==> src/rtl/fifo_arb_pkg.sv <==
// Shared types and helpers for the round-robin FIFO write arbiter.
package fifo_arb_pkg;

  localparam int unsigned N_REQ_MAX = 8;

  typedef enum logic [1:0] {IDLE, ISSUE, ACK} state_e;

  function automatic logic [N_REQ_MAX-1:0] onehot(input int idx);
    logic [N_REQ_MAX-1:0] oh;
    oh = '0;
    for (int i = 0; i < int'(N_REQ_MAX); i++) begin
      oh[i] = (i == idx);
    end
    return oh;
  endfunction

endpackage

==> src/rtl/rr_picker.sv <==
// Combinational round-robin picker: first set req bit strictly after last_i, wrapping.
module rr_picker
  import fifo_arb_pkg::*;
#(
  parameter int unsigned N_REQ = 4,
  parameter int unsigned IDX_W = 2
) (
  input  logic [N_REQ-1:0] req_i,
  input  logic [IDX_W-1:0] last_i,
  output logic             valid_o,
  output logic [IDX_W-1:0] idx_o
);

  // Upper segment (above last) has priority over the wrapped lower segment.
  always_comb begin
    valid_o = 1'b0;
    idx_o   = '0;
    for (int i = 0; i < int'(N_REQ); i++) begin
      if (!valid_o && req_i[i] && (i > int'(last_i))) begin
        valid_o = 1'b1;
        idx_o   = IDX_W'(i);
      end
    end
    for (int i = 0; i < int'(N_REQ); i++) begin
      if (!valid_o && req_i[i] && (i <= int'(last_i))) begin
        valid_o = 1'b1;
        idx_o   = IDX_W'(i);
      end
    end
  end

endmodule

==> src/rtl/fifo_wr_arbiter.sv <==
// Round-robin arbiter sharing one FIFO write port; NACKed writes are retried.
// Optional per-requester statistics counters: define FIFO_ARB_STATS_EN.
module fifo_wr_arbiter
  import fifo_arb_pkg::*;
#(
  parameter int unsigned N_REQ      = 4,
  parameter int unsigned FIFO_WIDTH = 16,
  parameter int unsigned STAT_W     = 16
) (
  input  logic                        clk_i,
  input  logic                        rst_i,
  input  logic [N_REQ-1:0]            req_i,
  input  logic [N_REQ*FIFO_WIDTH-1:0] req_data_i,
  output logic [N_REQ-1:0]            grant_o,
  output logic [N_REQ-1:0]            done_o,
  output logic                        busy_o,
  output logic                        fifo_wr_en_o,
  output logic [FIFO_WIDTH-1:0]       fifo_data_in_o,
  input  logic                        fifo_full_i,
  input  logic                        fifo_wr_ack_i,
  output logic [N_REQ*STAT_W-1:0]     stat_acc_o,
  output logic [STAT_W-1:0]           stat_retry_o
);

  localparam int unsigned IDX_W = (N_REQ > 1) ? $clog2(N_REQ) : 1;

  state_e                state_q;
  logic [N_REQ-1:0]      grant_q;
  logic [FIFO_WIDTH-1:0] data_q;
  logic                  wr_en_q;
  logic [IDX_W-1:0]      last_q;
  logic [IDX_W-1:0]      idx_q;

  logic                  pick_valid;
  logic [IDX_W-1:0]      pick_idx;
  logic [FIFO_WIDTH-1:0] pick_data;

  rr_picker #(
    .N_REQ (N_REQ),
    .IDX_W (IDX_W)
  ) u_rr_picker (
    .req_i   (req_i),
    .last_i  (last_q),
    .valid_o (pick_valid),
    .idx_o   (pick_idx)
  );

  always_comb begin
    pick_data = '0;
    for (int i = 0; i < int'(N_REQ); i++) begin
      if (int'(pick_idx) == i) begin
        pick_data = req_data_i[i*FIFO_WIDTH +: FIFO_WIDTH];
      end
    end
  end

  always_ff @(posedge clk_i) begin
    if (rst_i) begin
      state_q <= IDLE;
      grant_q <= '0;
      data_q  <= '0;
      wr_en_q <= 1'b0;
      last_q  <= IDX_W'(N_REQ - 1);
      idx_q   <= '0;
    end else begin
      unique case (state_q)
        IDLE: begin
          if (pick_valid && !fifo_full_i) begin
            grant_q <= N_REQ'(onehot(int'(pick_idx)));
            data_q  <= pick_data;
            idx_q   <= pick_idx;
            wr_en_q <= 1'b1;
            state_q <= ISSUE;
          end
        end
        ISSUE: begin
          wr_en_q <= 1'b0;
          state_q <= ACK;
        end
        ACK: begin
          // Pointer moves only on success, so a NACKed requester wins the retry.
          if (fifo_wr_ack_i) begin
            last_q <= idx_q;
          end
          grant_q <= '0;
          state_q <= IDLE;
        end
        default: state_q <= IDLE;
      endcase
    end
  end

  assign grant_o        = grant_q;
  assign fifo_wr_en_o   = wr_en_q;
  assign fifo_data_in_o = data_q;
  assign busy_o         = (state_q != IDLE);
  // Reset in the ACK cycle abandons the write, so done is suppressed.
  assign done_o = (state_q == ACK && fifo_wr_ack_i && !rst_i) ? grant_q : '0;

`ifdef FIFO_ARB_STATS_EN
  logic                         nack;
  logic [N_REQ-1:0][STAT_W-1:0] acc_q;
  logic [STAT_W-1:0]            retry_q;

  assign nack = (state_q == ACK) && !fifo_wr_ack_i;

  always_ff @(posedge clk_i) begin
    if (rst_i) begin
      acc_q   <= '0;
      retry_q <= '0;
    end else begin
      for (int i = 0; i < int'(N_REQ); i++) begin
        if (done_o[i] && (acc_q[i] != '1)) begin
          acc_q[i] <= acc_q[i] + 1'b1;
        end
      end
      if (nack && (retry_q != '1)) begin
        retry_q <= retry_q + 1'b1;
      end
    end
  end

  assign stat_acc_o   = acc_q;
  assign stat_retry_o = retry_q;
`else
  assign stat_acc_o   = '0;
  assign stat_retry_o = '0;
`endif

endmodule
==> config.mk <==
export PLATFORM = sky130hd
export DESIGN_NAME = fifo_wr_arbiter
export DESIGN_NICKNAME = d
export VERILOG_FILES = /design/src/rtl/fifo_arb_pkg.sv /design/src/rtl/rr_picker.sv /design/src/rtl/fifo_wr_arbiter.sv
export SDC_FILE = /design/constraint.sdc
export NUM_CORES = 1
export LEC_CHECK = 0
export CAP_MARGIN = 30
export CORE_ASPECT_RATIO = 1.4
export CORE_MARGIN = 2
export CORE_UTILIZATION = 35
export DETAILED_ROUTE_END_ITERATION = 7
export PLACE_DENSITY = 0.83
export SYNTH_ARGS = -nofsm -noshare
export SYNTH_HDL_FRONTEND = slang
export SYNTH_SLANG_ARGS = --single-unit
==> constraint.sdc <==
create_clock -name clk_i -period 2.1 [get_ports clk_i]
set_clock_uncertainty 0.2 [all_clocks]
set_input_delay 0.21 -clock clk_i [delete_from_list [all_inputs] [get_ports clk_i]]
set_output_delay 0.21 -clock clk_i [all_outputs]
set_load 0.02 [all_outputs]
==> results of run 1 <==
[per-layer routing]
layer,up-vias,part of all wire,wire [µm],GRT usage
met2,133,0.53,3387,0.3187
met1,1080,0.37,2346,0.1867
met5,-,0,0,0
met3,12,0.072,457,0.02687
li1,1135,-,-,-
met4,0,0.023,143,0.05874
[placed cells by master (no fill, tap or decap), types with 2 or more instances in the layout]
master            n
o22ai_1           2
inv_1            20
clkbuf_8          3
and2_1            4
nand3_1           4
o21a_1           16
dlygate4sd2_1     4
nand2_1           8
o21bai_1          2
buf_4            22
nand2b_1          4
nor3_1            4
o21ai_0           7
clkdlybuf4s50_1  93
a31oi_1           2
conb_1           80
nor2_1            9
a21oi_2          12
o31ai_1          15
dfxtp_1          27
a221oi_1         16
a21oi_1          42
[stage by stage]
stage                     total power [mW]  instance area [µm²]    util   TNS (ns)
after floorplan                      1.087                 2680       -          0
after global placement               1.223                 3198  0.4869    -0.1226
after detailed placement             1.236                 3198  0.4869    -0.7282
after CTS                            1.550                 3242  0.4935          0
after global routing                 1.634                 3246  0.4941  -0.001056
final                                1.541                 3246  0.4941          0
[critical path: cells and delay by family, from the launching register on]
family          cells  cell delay (ns)
flops               1             0.34
simple gates        2             0.78
compound gates      2             0.35
buf+inv             1             0.22
[path summary, 6_finish.rpt]
check                                   from                end  slack [ns]  cells after the start
worst max register to register    state_q[1]  fifo_data_in_o[3]        0.09                      5
worst min register to register  fifo_wr_en_o       fifo_wr_en_o        0.28                      2
worst min-delay path            fifo_wr_en_o       fifo_wr_en_o        0.28                      2
worst max-delay path              state_q[1]  fifo_data_in_o[3]        0.09                      5
[cells by family (layout without fill, tap and decap cells)]
family,count (synthesis),after routing,share of synthesized area
simple gates,38,38,0.07927
compound gates,121,121,0.3465
mux,1,1,0.004200
buf+inv,123,145,0.3417
other cells,1,80,0.001573
flops,27,27,0.2268
[cells in the mapped netlist, types with 2 or more instances]
master / instances
buf_4: 81
nand2_1: 8
o21ai_0: 7
o31ai_1: 15
inv_1: 20
dfxtp_1: 27
o21a_1: 16
nor3_1: 4
nand3_1: 4
o21bai_1: 2
buf_6: 2
clkbuf_1: 5
a31oi_1: 2
buf_2: 14
nor2_1: 9
and2_1: 4
a21oi_2: 12
nand2b_1: 4
o22ai_1: 2
a221oi_1: 16
a21oi_1: 42
[where the power goes]
part | leakage (nW) | internal [mW] | switching [mW]
clock network | 0.0217 | 0.135 | 0.179
logic | 1.08 | 0.289 | 0.363
registers | 0.221 | 0.548 | 0.0263
[state kept, by name, indices dropped and copies added, names as in the netlist]
name            count
fifo_data_in_o     16
grant_o             4
idx_q               2
last_q              2
state_q             2
fifo_wr_en_o        1
[area by class of cell]
| class | instances | area share |
|---|---|---|
| clock inverter | 1 | 0.002313 |
| timing repair buffer | 121 | 0.3581 |
| tap | 74 | 0.02853 |
| multi-input combinational | 240 | 0.4086 |
| sequential | 27 | 0.1665 |
| inverter | 20 | 0.02313 |
| clock buffer | 3 | 0.01272 |
==> results.toml, run 1 <==
[run_status]
status = "completed"

[place]
post-dp-hpwl_mm = 5.081
dpl_worst_slack_ns = -0.08481
portBuffers = 97
post-place-cells = 482
gp_congestion = 0.8214

[global_route]
grt_pass1_vias = 2228
grt_pass1_wl_mm = 9.998
grt_max_degree = 28
antenna_found_initial = 0
grt_use_total = 0.1692
grt_overflow = 0

[clock_tree]
root_buffer = "clkbuf_8"
insertion_delay_ns = 0.27
clkTransAtPathRegs_ns = 0.10
cts_resized = 4
cts.sinks = 27
clockBufferDepth = 2
htreeDepth = 1
hold_buffers = 0
cts_setup_buffers = 0
cts_tree = "yes"
cts_buffers = 3

[critical_path]
crit_required_ns = 2.06
worstSetupPathType = "reg -> reg"
worstPathArrival_ns = 1.97
startpoint_type = "flop"
cp_max_fo = 15
crit_path_end_kind = "flop"
crit_slowest_cell = "or3_2"
path_cells = "or2_4 -> or3_2 -> buf_4 -> a221oi_1 -> a31oi_1"
slowest_delay_ns = 0.52

[drt]
first_iter_violations = 90
via_per_inst = 4.856
routed_wl_mm = 6.334
wl_per_cell_um = 13.03
firstDrtPassIters = 4
drc = 0
vias = 2360
ant_nets = 0

[floorplan]
io_pins = 178
die_height_um = 101.6
die_w_um = 73.75
rows = 35
coreArea_mm2 = 0.006569
die_area_mm2 = 0.007495
start_util = 0.3629

[timing]
slew_viol_final = 0
clock.fmax_mhz = 498.6
whs_ns = 0.2782
tightestPinTransition_ns = 0.6413
post-route-worst-setup-slack_ns = 0.09437
min_period_over_period = 0.9551
finalHoldViolations = 0
period_minus_slack_ns = 2.006
rsz0062_at_grt = "yes"
setup_violations = 0
relSlewSlack = 0.5692

[power_and_ir_drop]
p_leak_nw = 1.325
powerDensity_mw_per_mm2 = 474.8
ir_drop_mv = 0.2517

[logic_synthesis]
synth_edf_count = 0
synth_largest_area_cell = "buf_4"
synthTopCellsByArea = "buf_4, dfxtp_1, a21oi_1"
ys_types = 36
syn_area_mm2 = 0.002384
synth_top_area_share = 0.2551
ys_seq_elements = 27
async_flop_share = 0
syn_inst = 311
ys.flop_type = "dfxtp_1"
ys_seq_area_frac = 0.2268
syn_area_per_cell_um2 = 7.664
yosys_warnings = 0

[final_layout]
instances_no_fill = 486
drive_gt1_frac = 0.1019
register_area_um2 = 540.5
multi_input_area_mm2 = 0.001326
fillCellCount = 636
syn2layout_area_growth_pct = 36.17
nets = 485
antenna_cells = 0

[worst_hold_path]
hold_class = "reg -> reg"

[flow_run]
maxCapViolCount = 0
(Power assumes the default switching activity.)
==> run 2, diff against run 1 <==
--- a/config.mk
+++ b/config.mk
@@ -5,12 +5,14 @@
 export SDC_FILE = /design/constraint.sdc
 export NUM_CORES = 1
 export LEC_CHECK = 0
+export ABC_CLOCK_PERIOD_IN_PS = 2100
 export CAP_MARGIN = 30
 export CORE_ASPECT_RATIO = 1.4
 export CORE_MARGIN = 2
 export CORE_UTILIZATION = 35
 export DETAILED_ROUTE_END_ITERATION = 7
-export PLACE_DENSITY = 0.83
+export PLACE_DENSITY = 0.9
+export SKIP_CTS_REPAIR_TIMING = 1
 export SYNTH_ARGS = -nofsm -noshare
 export SYNTH_HDL_FRONTEND = slang
 export SYNTH_SLANG_ARGS = --single-unit
==> results.toml, run 2 (synthesis results as in run 1) <==
[place]
portBuffers = 97
gp_congestion = 0.7882
post-place-cells = 483
post-dp-hpwl_mm = 5.133
dpl_worst_slack_ns = -0.1137

[global_route]
grt_pass1_wl_mm = 10.03
grt_use_total = 0.1690
antenna_found_initial = 0
grt_overflow = 0
grt_max_degree = 28
grt_pass1_vias = 2214

[timing]
finalHoldViolations = 0
post-route-worst-setup-slack_ns = 0.09756
slew_viol_final = 0
clock.fmax_mhz = 499.4
min_period_over_period = 0.9535
setup_violations = 0
period_minus_slack_ns = 2.002

[final_layout]
syn2layout_area_growth_pct = 39.06
antenna_cells = 0
nets = 486
largest_reg_flops = 16
drive_gt1_frac = 0.1090
final_common_cell = "clkdlybuf4s50_1"
mostFrequentLayoutCells = "clkdlybuf4s50_1, conb_1, a21oi_1"
instances_no_fill = 487

[floorplan]
die_area_mm2 = 0.007495
io_pins = 178
coreArea_mm2 = 0.006569
die_w_um = 73.75
start_util = 0.3629
die_height_um = 101.6
rows = 35

[flow_run]
maxCapViolCount = 0

[critical_path]
path_cells = "or2_4 -> or3_2 -> buf_12 -> a221oi_1 -> a31oi_1"
crit_required_ns = 2.06
slowest_delay_ns = 0.53
path_buf_inv = 1
crit_path_end_kind = "flop"
worstSetupPathType = "reg -> reg"
startpoint_type = "flop"
critPathTopFamily = "simple AND/OR/NAND/NOR gates"
cp_max_fo = 27
worstPathArrival_ns = 1.96
crit_slowest_cell = "or3_2"

[clock_tree]
htreeDepth = 1
insertion_delay_ns = 0.27
cts_tree = "yes"
clockBufferDepth = 2
cts_buffers = 3
clkTransAtPathRegs_ns = 0.09
cts.sinks = 27
root_buffer = "clkbuf_8"

[drt]
wl_per_cell_um = 13.42
ant_nets = 0
first_iter_violations = 67
firstDrtPassIters = 4
drc = 0
vias = 2365
routed_wl_mm = 6.534
via_per_inst = 4.856

[power_and_ir_drop]
p_leak_nw = 1.403
powerDensity_mw_per_mm2 = 466.6
clkPwrFrac = 0.194
seqPwrFrac = 0.372
p_comb_frac = 0.433
ir_drop_mv = 0.2184
p_int_mw = 0.9868
netSwitchingPower_mw = 0.5598
swShare = 0.3619

[run_status]
status = "completed"

[worst_hold_path]
hold_class = "reg -> reg"
run 2: routing by layer:
| metal | routed length [µm] | up-vias | track usage |
|---|---|---|---|
| li1 | - | 1134 | - |
| met1 | 2380 | 1083 | 0.1807 |
| met2 | 3533 | 138 | 0.3242 |
| met3 | 503 | 10 | 0.02687 |
| met4 | 116 | 0 | 0.06014 |
| met5 | 0 | - | 0 |
run 2: worst paths after layout:
path                      from                 to  slack, ns  depth (start not counted)
hold reg to reg   fifo_wr_en_o       fifo_wr_en_o       0.27                          2
hold / removal    fifo_wr_en_o       fifo_wr_en_o       0.27                          2
setup / recovery    state_q[1]  fifo_data_in_o[3]        0.1                          5
setup reg to reg    state_q[1]  fifo_data_in_o[3]        0.1                          5
run 2: cell type report:
type / count / area [µm²]
fill: 614 / 3254
sequential: 27 / 540.5
timing repair buffer: 122 / 1222
inverter: 20 / 75.07
tap: 74 / 92.59
clock buffer: 4 / 45.04
multi-input combinational: 240 / 1339
run 2: per-stage QoR:
stage	hold slack (ns)	utilization	area, µm²	total power, mW	setup TNS [ns]
3_3_place_gp	0.2566	0.4937	3243	1.238	-0.8868
5_1_grt	0.3020	0.5046	3314	1.640	-0.01312
4_1_cts	0.2734	0.5006	3288	1.551	-0.3110
6_report	0.2670	0.5046	3314	1.547	0
3_5_place_dp	0.2604	0.4937	3243	1.250	-1.574
2_1_floorplan	0.1522	-	2680	1.087	0
run 2: worst register-to-register path: stages, from the launching register on:
cell and delay [ns]:
dfxtp_1 0.34, or2_4 0.27, or3_2 0.53, buf_12 0.20
a221oi_1 0.23, a31oi_1 0.11
run 2: power groups by stage:
stage                     Clock (mW)  Sequential (mW)  Combinational (mW)
after global placement             0            0.586               0.652
after floorplan                    0            0.620               0.467
final                          0.301            0.576               0.670
after global routing           0.335            0.582               0.723
after detailed placement           0            0.588               0.663
after CTS                      0.310            0.576               0.665
==> variant 1: new RTL, flow settings as in run 2 <==
`FIFO_WIDTH`: 16 -> 20.
--- a/src/rtl/fifo_wr_arbiter.sv
+++ b/src/rtl/fifo_wr_arbiter.sv
@@ -5,5 +5,5 @@
 #(
   parameter int unsigned N_REQ      = 4,
-  parameter int unsigned FIFO_WIDTH = 16,
+  parameter int unsigned FIFO_WIDTH = 20,
   parameter int unsigned STAT_W     = 16
 ) (
Ports: changed (resized fifo_data_in_o and req_data_i); port bits go from 178 to 198. The function was not compared with the original's and may differ.
==> variant 1 against run 2 <==
  * Setup slack improved by 0.024 ns
  * Synthesized area increased by 3.3%
  * Count of clock-buffer cells in the layout up 4
  * Wire length increased by 29%
  * Cell count grew 9.2%
  * Sequential share of layout area rose by 0.14 points
  * Maximum frequency is 1.2% higher
  * Global-route usage grew 3.5 points
  * Total power is 28% higher
  * Critical endpoint unchanged
  * Sequential cell count is 4 higher
  * Final area increased by 14%
==> variant 1: results (changes against run 2) <==
Status: completed
Vias in the first global route: 2550 (+15%)
DRC: 0 (unchanged)
Hold Crit Depth: 2 (unchanged)
RR Endpoint: fifo_data_in_o[3]
Yosys cell types: 44 (+22%)
Post-synthesis async set-or-reset flop share: 0 (unchanged)
Top cell type's share of synthesized area: 0.252 (-0.00309)
Starting DRT DRC Count: 168 (+150%)
Initial antenna violation count: 0 (unchanged)
Min-delay worst type: reg -> reg
DP HPWL: 6.58 mm (+28%)
Clock Pin Slew Worst Setup and Hold Paths: 0.07 ns (-0.02 ns)
Final GP Congestion: 0.774 (-1.8%)
CTS buffer count: 5 (+2)
WP data arrival: 1.98 ns (+0.02 ns)
Clk_lat worst skew: 0.28 ns
Pre-Repair DR Iteration Count: 4 (unchanged)
Largest net degree at the start of global routing: 32 (+14%)
Post-synth EDFFs: 0 (unchanged)
Worst Hold Slack: 0.262 ns (-0.00506 ns)
Min-delay src: idx_q[1]
Worst R2R Setup Slack: 0.12 ns (+0.02 ns)
First-pass GRT wire length: 12.0 mm (+20%)
Layout cells sized above 1: 0.119 (+0.0100)
VDD IR max: 0.000377 V (+73%)
Worst Path Max Fanout: 11 (-59%)
Synth top cells by count: buf_4, dfxtp_1, a221oi_1, o22ai_1
Largest register FFs: 20 (+4)
Via count: 2706 (+14%)
Reg2Reg Depth: 6 (+1)
Top FF cell, synth: dfxtp_1
Sequential element share of the synthesized area: 0.252 (+0.0253)
Clk buf depth: 2 (unchanged)
Top cells by area, synth: dfxtp_1, buf_4, a221oi_1
# diodes: 0 (unchanged)
Fillers: 630 (+2.6%)
Fin nets: 524 (+7.8%)
Final WL: 8.43 mm (+29%)
Slowest library cell on the worst path: dfxtp_1
Crit Reg-Reg Startpoint: last_q[0]
H-tree depth: 2 (+1)
YS warnings: 0 (unchanged)
GRT Overall Usage: 0.204 (+0.0349)
Root buffer cell: clkbuf_8
Leak Pwr: 0.00161 uW (+15%)
Delay of the slowest cell on the worst path: 0.55 ns (+0.02 ns)
Hold endpoint: idx_q[1]
IO Port Bufs: 117 (+21%)
## variant 1: cell types whose count changed after synthesis, sizes merged, moves of 5 or more
cell    delta
a31oi     +12
a22oi      +5
inv       -15
a211oi     +7
o31ai     -14
o21a      -16
a21oi     -44
o21ai     +10
and2      +14
o22ai     +13
## variant 1: area by class of cell
cell class / instances / area (um^2) / share of cell area
sequential: 31 / 622 / 0.165
timing repair buffer: 148 / 1480 / 0.393
inverter: 5 / 18.8 / 0.00497
tap: 95 / 119 / 0.0314
multi-input combinational: 245 / 1440 / 0.380
clock buffer: 8 / 100 / 0.0265
## variant 1: worst max-delay path by stage
stage | startpoint | end | slack [ns]
floorplan | state_q[0] | fifo_data_in_o[12] | 0.24
global placement | req_i[2] | fifo_data_in_o[9] | -0.23
detailed placement | req_i[2] | fifo_data_in_o[11] | -0.37
CTS | last_q[1] | fifo_data_in_o[9] | -0.16
global route | last_q[0] | fifo_data_in_o[4] | 0.03
finish | last_q[0] | fifo_data_in_o[3] | 0.12
## variant 1: cell families (layout without fill, tap and decap cells)
logic type | Yosys count | in the layout | share of synthesized area
muxes | 1 | 1 | 0.00407
DFF | 31 | 31 | 0.252
and+or+nand+nor | 62 | 62 | 0.150
buffers and inverters | 107 | 161 | 0.297
other | 1 | 80 | 0.00152
AOI/OAI and AO/OA | 102 | 102 | 0.295
## variant 1: through the flow
step | instance area [um^2] | setup slack (ns) | cells | TNS, ns
2_1_floorplan | 2760 | 0.244 | 383 | 0
3_3_place_gp | 3620 | -0.234 | 523 | -4.99
3_5_place_dp | 3620 | -0.371 | 523 | -7.29
6_report | 3780 | 0.122 | 532 | 0
4_1_cts | 3720 | -0.160 | 531 | -1.84
5_1_grt | 3780 | 0.0265 | 532 | 0
## variant 1: where the power goes
group          total (uW)  switching, uW  leakage, uW  internal (uW)
registers             666           31.3     0.000254            635
logic                 791            421      0.00131            369
clock network         521            222    0.0000515            299
total                1980            675      0.00161           1300
## variant 1: critical path, delay by kind of cell, from the launching register on
kind                   cells  cell delay, ns
AND/OR/NAND/NOR            2            0.53
flip-flops                 1            0.55
buffers and inverters      2            0.37
AO/OA/AOI/OAI              2            0.25
## variant 1: layer usage
metal	up-vias	global-route usage	part of all wire
li1	1211	-	-
met1	1264	0.214	0.34
met2	207	0.371	0.53
met3	24	0.0329	0.085
met4	0	0.124	0.038
met5	-	0	0
==> variant 2: new RTL, config.mk and constraints of run 2 <==
Without the edit above. The 3 states of `state_e` get a one-hot encoding in 3 bits.
--- a/src/rtl/fifo_arb_pkg.sv
+++ b/src/rtl/fifo_arb_pkg.sv
@@ -4,5 +4,5 @@
   localparam int unsigned N_REQ_MAX = 8;
 
-  typedef enum logic [1:0] {IDLE, ISSUE, ACK} state_e;
+  typedef enum logic [2:0] {IDLE = 3'b001, ISSUE = 3'b010, ACK = 3'b100} state_e;
 
   function automatic logic [N_REQ_MAX-1:0] onehot(input int idx);
Behaviour: same outputs for any inputs over 10 cycles, from zero or initial values and one cycle with rst_i high; not proved beyond that.
==> variant 2 against run 2 <==
  * Sequential share of layout area is 0.52 points higher
  * Synthesized area is 3.1% lower
  * Final area increased by 0.53%
  * Die area fell by 3.0%
  * Global-route usage rose by 0.30 points
  * Wire length up 4.6%
  * Setup slack worse by 0.0085 ns
  * Total power increased by 8.3%
  * Sequential cell count grew 1
  * Sequential power is 3% higher
  * Critical endpoint is now fifo_data_in_o[14]
  * Largest power group unchanged
  * Highest routed layer unchanged
==> variant 2: results (changes against run 2) <==
Post-synthesis async set-or-reset flop share: 0 (unchanged)
# diodes: 0 (unchanged)
Root buffer cell: clkbuf_8
Largest net degree at the start of global routing: 17 (-39%)
GRT Overall Usage: 0.172 (+0.00298)
H-tree depth: 1 (unchanged)
Initial antenna violation count: 0 (unchanged)
Yosys cell types: 46 (+28%)
IO Port Bufs: 97 (unchanged)
Layout cells sized above 1: 0.164 (+0.0552)
Clock Pin Slew Worst Setup and Hold Paths: 0.10 ns
Cell Area, Placed: 3230 um^2 (-0.50%)
Largest register FFs: 16 (unchanged)
Final GP Congestion: 0.827 (+4.9%)
Clk buf depth: 2 (unchanged)
First-pass GRT wire length: 9.90 mm (-1.3%)
Via density: 4.95 (+2.0%)
Top cells by area, synth: buf_4, dfxtp_1, a221oi_1
DRC: 0 (unchanged)
Delay of the slowest cell on the worst path: 0.51 ns (-0.02 ns)
Vias in the first global route: 2214 (unchanged)
Fin nets: 469 (-3.5%)
Status: completed
Leak Pwr: 0.00149 uW (+6.0%)
Slowest library cell on the worst path: clkdlybuf4s50_1
Max_slew headroom: 0.659
Clk_lat worst skew: 0.28 ns
CTS buffer count: 3 (unchanged)
Sequential element share of the synthesized area: 0.243 (+0.0160)
YS warnings: 0 (unchanged)
WP data arrival: 2.03 ns (+0.07 ns)
Critical path's top delay family: compound AO/OA/AOI/OAI gates
Synth top cells by count: buf_4, dfxtp_1, nand2_1, a21oi_1, nor2_1
Final WL: 6.83 mm (+4.6%)
Top FF cell, synth: dfxtp_1
Pre-CTS setup slack: -0.240 ns (-0.126 ns)
VDD IR max: 0.000286 V (+31%)
Min-delay worst type: reg -> reg
Starting DRT DRC Count: 74 (+10%)
Worst Path Max Fanout: 16 (-41%)
DP HPWL: 5.64 mm (+9.8%)
Pre-Repair DR Iteration Count: 4 (unchanged)
[variant 2: cell types whose count changed in the layout (fill, tap and decap cells not counted), sizes merged, moves of 8 or more]
cell and change:
a211oi +9, a21oi -34, a22oi +8, buf +11, inv -17, nand2 +12
nor2 +9, o21a -15, o221ai +15, o31ai -15
[variant 2: metal layers]
metal | vias up | wire length (um) | global-route usage
met5 | - | 0 | 0
met4 | 0 | 242 | 0.108
met1 | 1061 | 2360 | 0.172
met3 | 20 | 449 | 0.0221
li1 | 1085 | - | -
met2 | 162 | 3780 | 0.324
[variant 2: kinds of logic after synthesis]
family | count (synthesis) | share of synthesized area
buffers and inverters | 100 | 0.315
AOI/OAI and AO/OA | 81 | 0.288
and+or+nand+nor | 65 | 0.148
DFF | 28 | 0.243
muxes | 1 | 0.00434
other | 1 | 0.00162
[variant 2: worst paths after layout]
kind | startpoint | end | slack, ns | depth (start not counted)
setup / recovery | req_i[2] | fifo_data_in_o[14] | 0.09 | 8
hold / removal | idx_q[1] | idx_q[1] | 0.27 | 2
setup reg to reg | last_q[1] | fifo_data_in_o[14] | 0.09 | 6
hold reg to reg | idx_q[1] | idx_q[1] | 0.27 | 2
[variant 2: power breakdown]
group	internal (uW)	switching [uW]
Clock	255	179
Sequential	568	28.8
Combinational	293	351
[variant 2: stage by stage]
step           utilization  cells  total power [uW]  hold WS, ns
6_report             0.514    470              1680        0.265
3_3_place_gp         0.498    466              1230        0.247
3_5_place_dp         0.498    466              1240        0.252
5_1_grt              0.514    470              1750        0.300
2_1_floorplan            -    355              1070        0.164
4_1_cts              0.509    470              1670        0.265
[variant 2: worst min-delay path: stages, from the launching register on]
cell	delay, ns
dfxtp_1	0.32
nand2_1	0.05
a21oi_1	0.05
[variant 2: cell type report]
| cell class | instances | area (um^2) |
|---|---|---|
| Tap cell | 74 | 92.6 |
| Multi-Input combinational cell | 227 | 1340 |
| Clock inverter | 1 | 30.0 |
| Fill cell | 592 | 3150 |
| Sequential cell | 28 | 561 |
| Clock buffer | 3 | 41.3 |
| Inverter | 4 | 15.0 |
| Timing Repair Buffer | 133 | 1250 |
